$ cat config.mk
export PLATFORM = sky130hd
export DESIGN_NAME = vg_timing_gen
export DESIGN_NICKNAME = d
export VERILOG_FILES = /design/src/rtl/vg_timing_gen.sv
export SDC_FILE = /design/constraint.sdc
export NUM_CORES = 1
export LEC_CHECK = 0
export ABC_CLOCK_PERIOD_IN_PS = 3700
export CORE_MARGIN = 8
export CORE_UTILIZATION = 30
export DETAILED_ROUTE_END_ITERATION = 6
export GPL_TIMING_DRIVEN = 1
export PLACE_DENSITY = 0.46
export SLEW_MARGIN = 30
export SYNTH_ARGS = -nofsm -noshare
export SYNTH_HDL_FRONTEND = slang
export SYNTH_SLANG_ARGS = --single-unit
$ cat constraint.sdc
create_clock -name pix_clk -period 3.7 [get_ports pix_clk]
set_input_delay 0.555 -clock pix_clk [delete_from_list [all_inputs] [get_ports pix_clk]]
set_output_delay 0.555 -clock pix_clk [all_outputs]
set_load 0.005 [all_outputs]
$ cat src/rtl/vg_timing_gen.sv
// -----------------------------------------------------------------------------
// vg_timing_gen
// Free-running video timing generator for the oscilloscope display path.
// A horizontal/vertical counter pair walks the raster (sync, back porch,
// active, front porch in both directions). Every output is decoded from the
// counter values and registered in a single stage, so all outputs are exactly
// cycle-aligned with one another and lag the counters by one cycle.
//
// Ports
//   pix_clk     in   1        pixel clock, the only clock of the block
//   rst         in   1        asynchronous active-high reset
//   en          in   1        run enable; low holds the restart state
//   hs_out      out  1        horizontal sync, active level HS_POL
//   vs_out      out  1        vertical sync, active level VS_POL
//   de_out      out  1        data enable, high in the active area only
//   act_x       out  X_BITS   active column, 0 outside the active area
//   act_y       out  Y_BITS   active row, 0 outside the active area
//   frame_start out  1        pulse on the output cycle for (h=0, v=0)
//   line_start  out  1        pulse on the output cycle for h=0
//
// H_TOTAL must not exceed 2**X_BITS and V_TOTAL must not exceed 2**Y_BITS.
// -----------------------------------------------------------------------------
module vg_timing_gen #(
    parameter int X_BITS = 13,
    parameter int Y_BITS = 13,
    parameter int H_SYNC = 44,
    parameter int H_BP   = 148,
    parameter int H_ACT  = 1920,
    parameter int H_FP   = 88,
    parameter int V_SYNC = 5,
    parameter int V_BP   = 36,
    parameter int V_ACT  = 1080,
    parameter int V_FP   = 4,
    parameter bit HS_POL = 1'b1,
    parameter bit VS_POL = 1'b1
) (
    input  logic              pix_clk,
    input  logic              rst,
    input  logic              en,
    output logic              hs_out,
    output logic              vs_out,
    output logic              de_out,
    output logic [X_BITS-1:0] act_x,
    output logic [Y_BITS-1:0] act_y,
    output logic              frame_start,
    output logic              line_start
);

    localparam int H_TOTAL = H_SYNC + H_BP + H_ACT + H_FP;
    localparam int V_TOTAL = V_SYNC + V_BP + V_ACT + V_FP;

    // Window bounds are held one bit wider than the counters: with a zero
    // front porch and a full-range total, the end of the active window equals
    // 2**X_BITS and would otherwise wrap to zero.
    localparam logic [X_BITS:0]   H_SYNC_END = (X_BITS+1)'(H_SYNC);
    localparam logic [X_BITS:0]   H_ACT_BEG  = (X_BITS+1)'(H_SYNC + H_BP);
    localparam logic [X_BITS:0]   H_ACT_END  = (X_BITS+1)'(H_SYNC + H_BP + H_ACT);
    localparam logic [Y_BITS:0]   V_SYNC_END = (Y_BITS+1)'(V_SYNC);
    localparam logic [Y_BITS:0]   V_ACT_BEG  = (Y_BITS+1)'(V_SYNC + V_BP);
    localparam logic [Y_BITS:0]   V_ACT_END  = (Y_BITS+1)'(V_SYNC + V_BP + V_ACT);

    localparam logic [X_BITS-1:0] H_LAST     = X_BITS'(H_TOTAL - 1);
    localparam logic [Y_BITS-1:0] V_LAST     = Y_BITS'(V_TOTAL - 1);
    localparam logic [X_BITS-1:0] H_OFS      = X_BITS'(H_SYNC + H_BP);
    localparam logic [Y_BITS-1:0] V_OFS      = Y_BITS'(V_SYNC + V_BP);

    localparam logic HS_IDLE = ~HS_POL;
    localparam logic VS_IDLE = ~VS_POL;

    // Raster position counters
    logic [X_BITS-1:0] h_q;
    logic [X_BITS-1:0] h_d;
    logic [Y_BITS-1:0] v_q;
    logic [Y_BITS-1:0] v_d;

    // Next-state of the output register stage
    logic              hs_d;
    logic              vs_d;
    logic              de_d;
    logic [X_BITS-1:0] act_x_d;
    logic [Y_BITS-1:0] act_y_d;
    logic              frame_start_d;
    logic              line_start_d;

    // Zero-extended copies for comparison against the widened window bounds
    logic [X_BITS:0]   h_ext_s;
    logic [Y_BITS:0]   v_ext_s;
    logic              h_act_s;
    logic              v_act_s;

    assign h_ext_s = {1'b0, h_q};
    assign v_ext_s = {1'b0, v_q};
    assign h_act_s = (h_ext_s >= H_ACT_BEG) && (h_ext_s < H_ACT_END);
    assign v_act_s = (v_ext_s >= V_ACT_BEG) && (v_ext_s < V_ACT_END);

    // Counter advance and output decode of the current position
    always_comb begin
        h_d           = {X_BITS{1'b0}};
        v_d           = {Y_BITS{1'b0}};
        hs_d          = HS_IDLE;
        vs_d          = VS_IDLE;
        de_d          = 1'b0;
        act_x_d       = {X_BITS{1'b0}};
        act_y_d       = {Y_BITS{1'b0}};
        frame_start_d = 1'b0;
        line_start_d  = 1'b0;

        if (en) begin
            // Vertical counter only moves on the horizontal wrap
            if (h_q == H_LAST) begin
                h_d = {X_BITS{1'b0}};
                if (v_q == V_LAST) begin
                    v_d = {Y_BITS{1'b0}};
                end else begin
                    v_d = v_q + {{(Y_BITS-1){1'b0}}, 1'b1};
                end
            end else begin
                h_d = h_q + {{(X_BITS-1){1'b0}}, 1'b1};
                v_d = v_q;
            end

            hs_d          = (h_ext_s < H_SYNC_END) ? HS_POL : HS_IDLE;
            vs_d          = (v_ext_s < V_SYNC_END) ? VS_POL : VS_IDLE;
            de_d          = h_act_s && v_act_s;
            line_start_d  = (h_q == {X_BITS{1'b0}});
            frame_start_d = (h_q == {X_BITS{1'b0}}) && (v_q == {Y_BITS{1'b0}});

            if (h_act_s && v_act_s) begin
                act_x_d = h_q - H_OFS;
                act_y_d = v_q - V_OFS;
            end else begin
                act_x_d = {X_BITS{1'b0}};
                act_y_d = {Y_BITS{1'b0}};
            end
        end else begin
            // Disabled: counters parked at the origin, outputs idle, so the
            // first enabled edge registers position (0, 0).
            h_d = {X_BITS{1'b0}};
            v_d = {Y_BITS{1'b0}};
        end
    end

    // Counter and output register stage
    always_ff @(posedge pix_clk or posedge rst) begin
        if (rst) begin
            h_q         <= {X_BITS{1'b0}};
            v_q         <= {Y_BITS{1'b0}};
            hs_out      <= HS_IDLE;
            vs_out      <= VS_IDLE;
            de_out      <= 1'b0;
            act_x       <= {X_BITS{1'b0}};
            act_y       <= {Y_BITS{1'b0}};
            frame_start <= 1'b0;
            line_start  <= 1'b0;
        end else begin
            h_q         <= h_d;
            v_q         <= v_d;
            hs_out      <= hs_d;
            vs_out      <= vs_d;
            de_out      <= de_d;
            act_x       <= act_x_d;
            act_y       <= act_y_d;
            frame_start <= frame_start_d;
            line_start  <= line_start_d;
        end
    end

endmodule

-- Word-level counts from Yosys, hierarchy flattened
Index checks and enable logic that the tools add are counted.
- input port bits: 3
- register bits: 57
- output and inout bits: 31
- $lt $le $gt $ge: 6
- eq/ne operators: 3
- reduce and logical (&&, ||, !) cells: 6
- add/sub/neg operators: 4
- mux-type cells: 16
- operators with widths (cell ; number):
    $mux 13 ; 9
    $add 13x1->13 const B ; 2
    $logic_not 13->1 ; 2
    $eq 13x11->1 const B ; 1
    $eq 13x12->1 const B ; 1
    $ge 13x6->1 const B ; 1
    $ge 13x8->1 const B ; 1
    $lt 13x11->1 const B ; 1
    $lt 13x12->1 const B ; 1
    $lt 13x3->1 const B ; 1
    $lt 13x6->1 const B ; 1
    $sub 13x6->13 const B ; 1
    $sub 13x8->13 const B ; 1
    $mux 1 ; 7
    $logic_and 1x1->1 ; 4
    $ne 2x1->1 const B ; 1

-- Depth between registers and ports, before layout
- depth after elaboration: 5
- depth in mapped cells: 10
- gate-level depth less buffers: 7

-- Worst setup path after synthesis
OpenSTA, ideal clock, no wires.
- kind: register to register
- start: register v_q[7]
- end: register v_q[0]
- cell stages (with the launch flop): 9
- setup slack: 1685 ps
- setup time: 119 ps
- required time: 3581 ps
- arrival: 1896 ps
- cell sequence: dfrtp_1 buf_6 or3_4 or4_4 buf_6 nand2b_4 buf_6 o21ai_2 and2_1
- longest elaborated chain between the ends: 4
- ends and longest elaborated chain (what ; line ; source):
    from (decl) ; 73 ; logic [Y_BITS-1:0] v_q;
    from (signal assigned) ; 147 ; v_q <= {Y_BITS{1'b0}};
    from (signal assigned) ; 157 ; v_q <= v_d;
    $eq 13x11->1 ; 112 ; if (v_q == V_LAST) begin
    $mux 13 ; 112 ;
    $mux 13 ; 110 ; if (h_q == H_LAST) begin
    $mux 13 ; 108 ; if (en) begin
Every way passes these cells. The select of a mux whose other input is x is not followed.
A chain may end at the register's enable or synchronous reset.

-- Worst setup path in the final report
- start: register v_q[0]
- end: register act_y[3]
- longest elaborated chain between the ends: 5
- elaborated cells on any way between the ends: 7
- those cells by class: add/sub (1); order compare (2); mux (2); reduce/logical (2)
- ends and longest elaborated chain (what ; line ; source):
    $ge 13x6->1 or $lt 13x11->1 (tied branches) ; 94 ; assign v_act_s = (v_ext_s >= V_ACT_BEG) && (v_ext_s < V_ACT_END);
    $logic_and 1x1->1 ; 94 ;
    $logic_and 1x1->1 ; 128 ; if (h_act_s && v_act_s) begin
    $mux 13 (*) ; 128 ;
    $mux 13 (*) ; 108 ;
    named net act_y_d[3] ; 81 ; logic [Y_BITS-1:0] act_y_d;
    to (signal assigned) ; 152 ; act_y <= {Y_BITS{1'b0}};
    to (signal assigned) ; 162 ; act_y <= act_y_d;
    to (decl) ; 44 ; output logic [Y_BITS-1:0] act_y,
The timed path passes the listed nets; every way through them passes the cells marked *.

==> out/qor.yml <==
timing:
  finalSetupTns_ps: 0
  slew_violations: 0
  hold_violations: 0
  setup_violations: 0
  worstMarginPinSlew_ps: 782.5
  fin_crit_sh_pct: 68.51
  setup_ws_ps: 1165
  timing.fmax_mhz: 394.5
  rsz0062_at_grt: "false"
  period_needed_ps: 2535
  relSlewSlack_pct: 47.71
  fin_skew_ps: 7.915
clock_tree:
  cts_made_buffers: 9
  cts_tree: "built"
  root_buffer: "clkbuf_8"
  cts_max_level: 3
  hold_buffers: 0
  clock_sinks: 57
  post_cts_buffers: 0
  cts_buffer_depth: 2
  clk_latency_ps: 340
  path_clk_slew_ps: 70
  ctsResizeCount: 0
layout:
  fin_area_um2: 3516
  final_util_pct: 36.65
  layout-drive-gt1-share_pct: 8.929
  syn2layout_area_growth_pct: 21.12
  nNetsFinal: 342
  diodes: 0
global_routing:
  grt_max_degree: 37
  grt-ovfl-total: 0
  grt_pass1_wl_mm: 11.19
  grt_pass1_vias: 2175
  antenna_found_initial: 0
  grtUsageTotal_pct: 10.95
power:
  seq_power_share_pct: 47.6
  p_int_mw: 1.041
  p_sw_uw: 290.5
  vdd_ir_drop_max_v: 0.0001444
  p_per_area_nw_per_um2: 378.7
  p_comb_share_pct: 3.4
  power_mw: 1.331
  switching_share_pct: 21.82
  power.share.clock_pct: 49.0
  p_leak_nw: 1.576
logic_synthesis:
  synth_area_leader_cell: "dfrtp_1"
  yosys_warnings: 0
  synth-edff-count: 0
  synth_area_leaders: "dfrtp_1 49%, nor2_1 6.1%, xnor2_1 4.2%"
  syn_inst: 307
  async_flop_share_pct: 100.0
  syn-cell-area_um2: 2903
  avgSynthCellArea_um2: 9.455
  yosysUniqueCellTypes: 44
  synth_fp_nets: 318
  synth_flop_cell: "dfrtp_1"
  synth.ff_latch_count: 57
  yosys.area.top_type_share_pct: 49.14
  ys_seq_area_share_pct: 49.14
detailed_routing:
  initialDrtViolationCount: 115
  dr.pass1.iters: 4
  drc_errors: 0
  wl_mm: 6.747
  antenna_left: 0
  wl_per_cell_um: 14.39
  viasPerCell: 4.667
  vias: 2189
critical_path:
  arrival_ps: 2770
  critPathKind: "reg2reg"
  critPathCaptureType: "flop"
  crit_required_ps: 3930
  critPathMaxFanout: 27
  cp-start-kind: "flop"
run_status:
  status: "finished clean"
die:
  die_w_um: 114.4
  dieArea_um2: 13080
  die-height_um: 114.4
  rows: 36
  start_util_pct: 30.26
  core_area_um2: 9594
  ios: 34
hold_path:
  min_path_type: "in2async"
placement:
  portBuffers: 33
  hpwl_mm: 4.566
  place_ws_ps: 1136
  postPlaceCellArea_um2: 3296
  gp_congestion: 0.7983
flow_run:
  drv_cap: 0
-- critical path, stage by stage (launching register included) --
cell       delay (ps)
dfrtp_1           590
o31a_1            270
o21ai_0           160
o2111ai_1         320
nand4_2           660
nor3_1            410
-- routing by layer --
layer / up-vias / wire, µm / global-route usage (%)
met4: 0 / 172 / 6.655
met1: 1038 / 3276 / 14.43
met5: - / 0 / 0
met3: 14 / 396 / 2.795
li1: 1086 / - / -
met2: 51 / 2901 / 15.69
-- cells by family (layout without fill, tap and decap cells) --
group / after synthesis / in the layout / synth area share [%]
flip-flops: 57 / 57 / 49.14
XOR/XNOR: 26 / 26 / 7.845
AND/OR/NAND/NOR: 136 / 136 / 24.22
adder cells (fa/ha/maj): 8 / 8 / 3.448
AO/OA/AOI/OAI: 39 / 39 / 8.664
buffers and inverters: 41 / 70 / 6.680
-- power by group through the flow --
stage / clock [mW] / combinational, mW / sequential, mW
2_1_floorplan: 0 / 0.0259 / 0.645
3_3_place_gp: 0 / 0.0461 / 0.646
3_5_place_dp: 0 / 0.0469 / 0.646
4_1_cts: 0.668 / 0.0471 / 0.634
5_1_grt: 0.688 / 0.0525 / 0.635
6_report: 0.652 / 0.0447 / 0.634
-- Yosys cell counts (all sizes together), types with 2 or more instances --
cell type and instances:
a211oi 4, or4 4, buf 11, xor2 12, xnor2 14, nand2b 3
inv 18, nand3 10, nor2 47, and3 5, nor4 4, nor4bb 2
ha 8, nand2 23, and2 4, or3b 4, o21ai 9, nand4 9
nand3b 2, nor3 13, o22ai 6, o21a 2, clkbuf 12, and4 2
a21oi 11, dfrtp 57
-- stage by stage --
step / hold slack [ps] / cells
floorplan: 491.7 / 307
global placement: 565.8 / 453
detailed placement: 564.5 / 453
CTS: 550.9 / 469
global route: 579.8 / 469
finish: 545.6 / 469
-- area by class of cell --
class / instances / area [µm²]
Fill cell: 975 / 6078
Sequential cell: 57 / 1426
Multi-Input combinational cell: 209 / 1282
Timing Repair Buffer: 36 / 352.8
Tap cell: 133 / 166.4
Clock buffer: 11 / 141.4
Clock inverter: 5 / 78.83
Inverter: 18 / 67.56
-- flip-flops by register name, summed over array words and instances (netlist names) --
| signal | cells |
|---|---|
| vs_out | 1 |
| frame_start | 1 |
| line_start | 1 |
| hs_out | 1 |
| v_q | 13 |
| act_y | 13 |
| de_out | 1 |
| h_q | 13 |
| act_x | 13 |
-- worst paths after layout --
path / from / end / slack, ps / depth (start not counted)
hold / removal: rst / act_y[6] / 550 / 2
setup reg to reg: v_q[0] / act_y[3] / 1170 / 5
hold reg to reg: h_q[0] / h_q[0] / 570 / 1
setup / recovery: v_q[0] / act_y[3] / 1170 / 5
max in group asynchronous: rst / h_q[9] / 2300 / 3
min in group pix_clk: h_q[0] / h_q[0] / 570 / 1
-- layout by cell type, fill, tap and decap left out, drive strengths merged, types with 5 or more instances in the layout --
cell and count:
a21oi 11, and3 5, clkbuf 11, clkdlybuf4s50 33, dfrtp 57, ha 8, inv 18, nand2 23
nand3 10, nand4 9, nor2 47, nor3 13, o21ai 9, o22ai 6, xnor2 14, xor2 12
(Power assumes the default switching activity.)
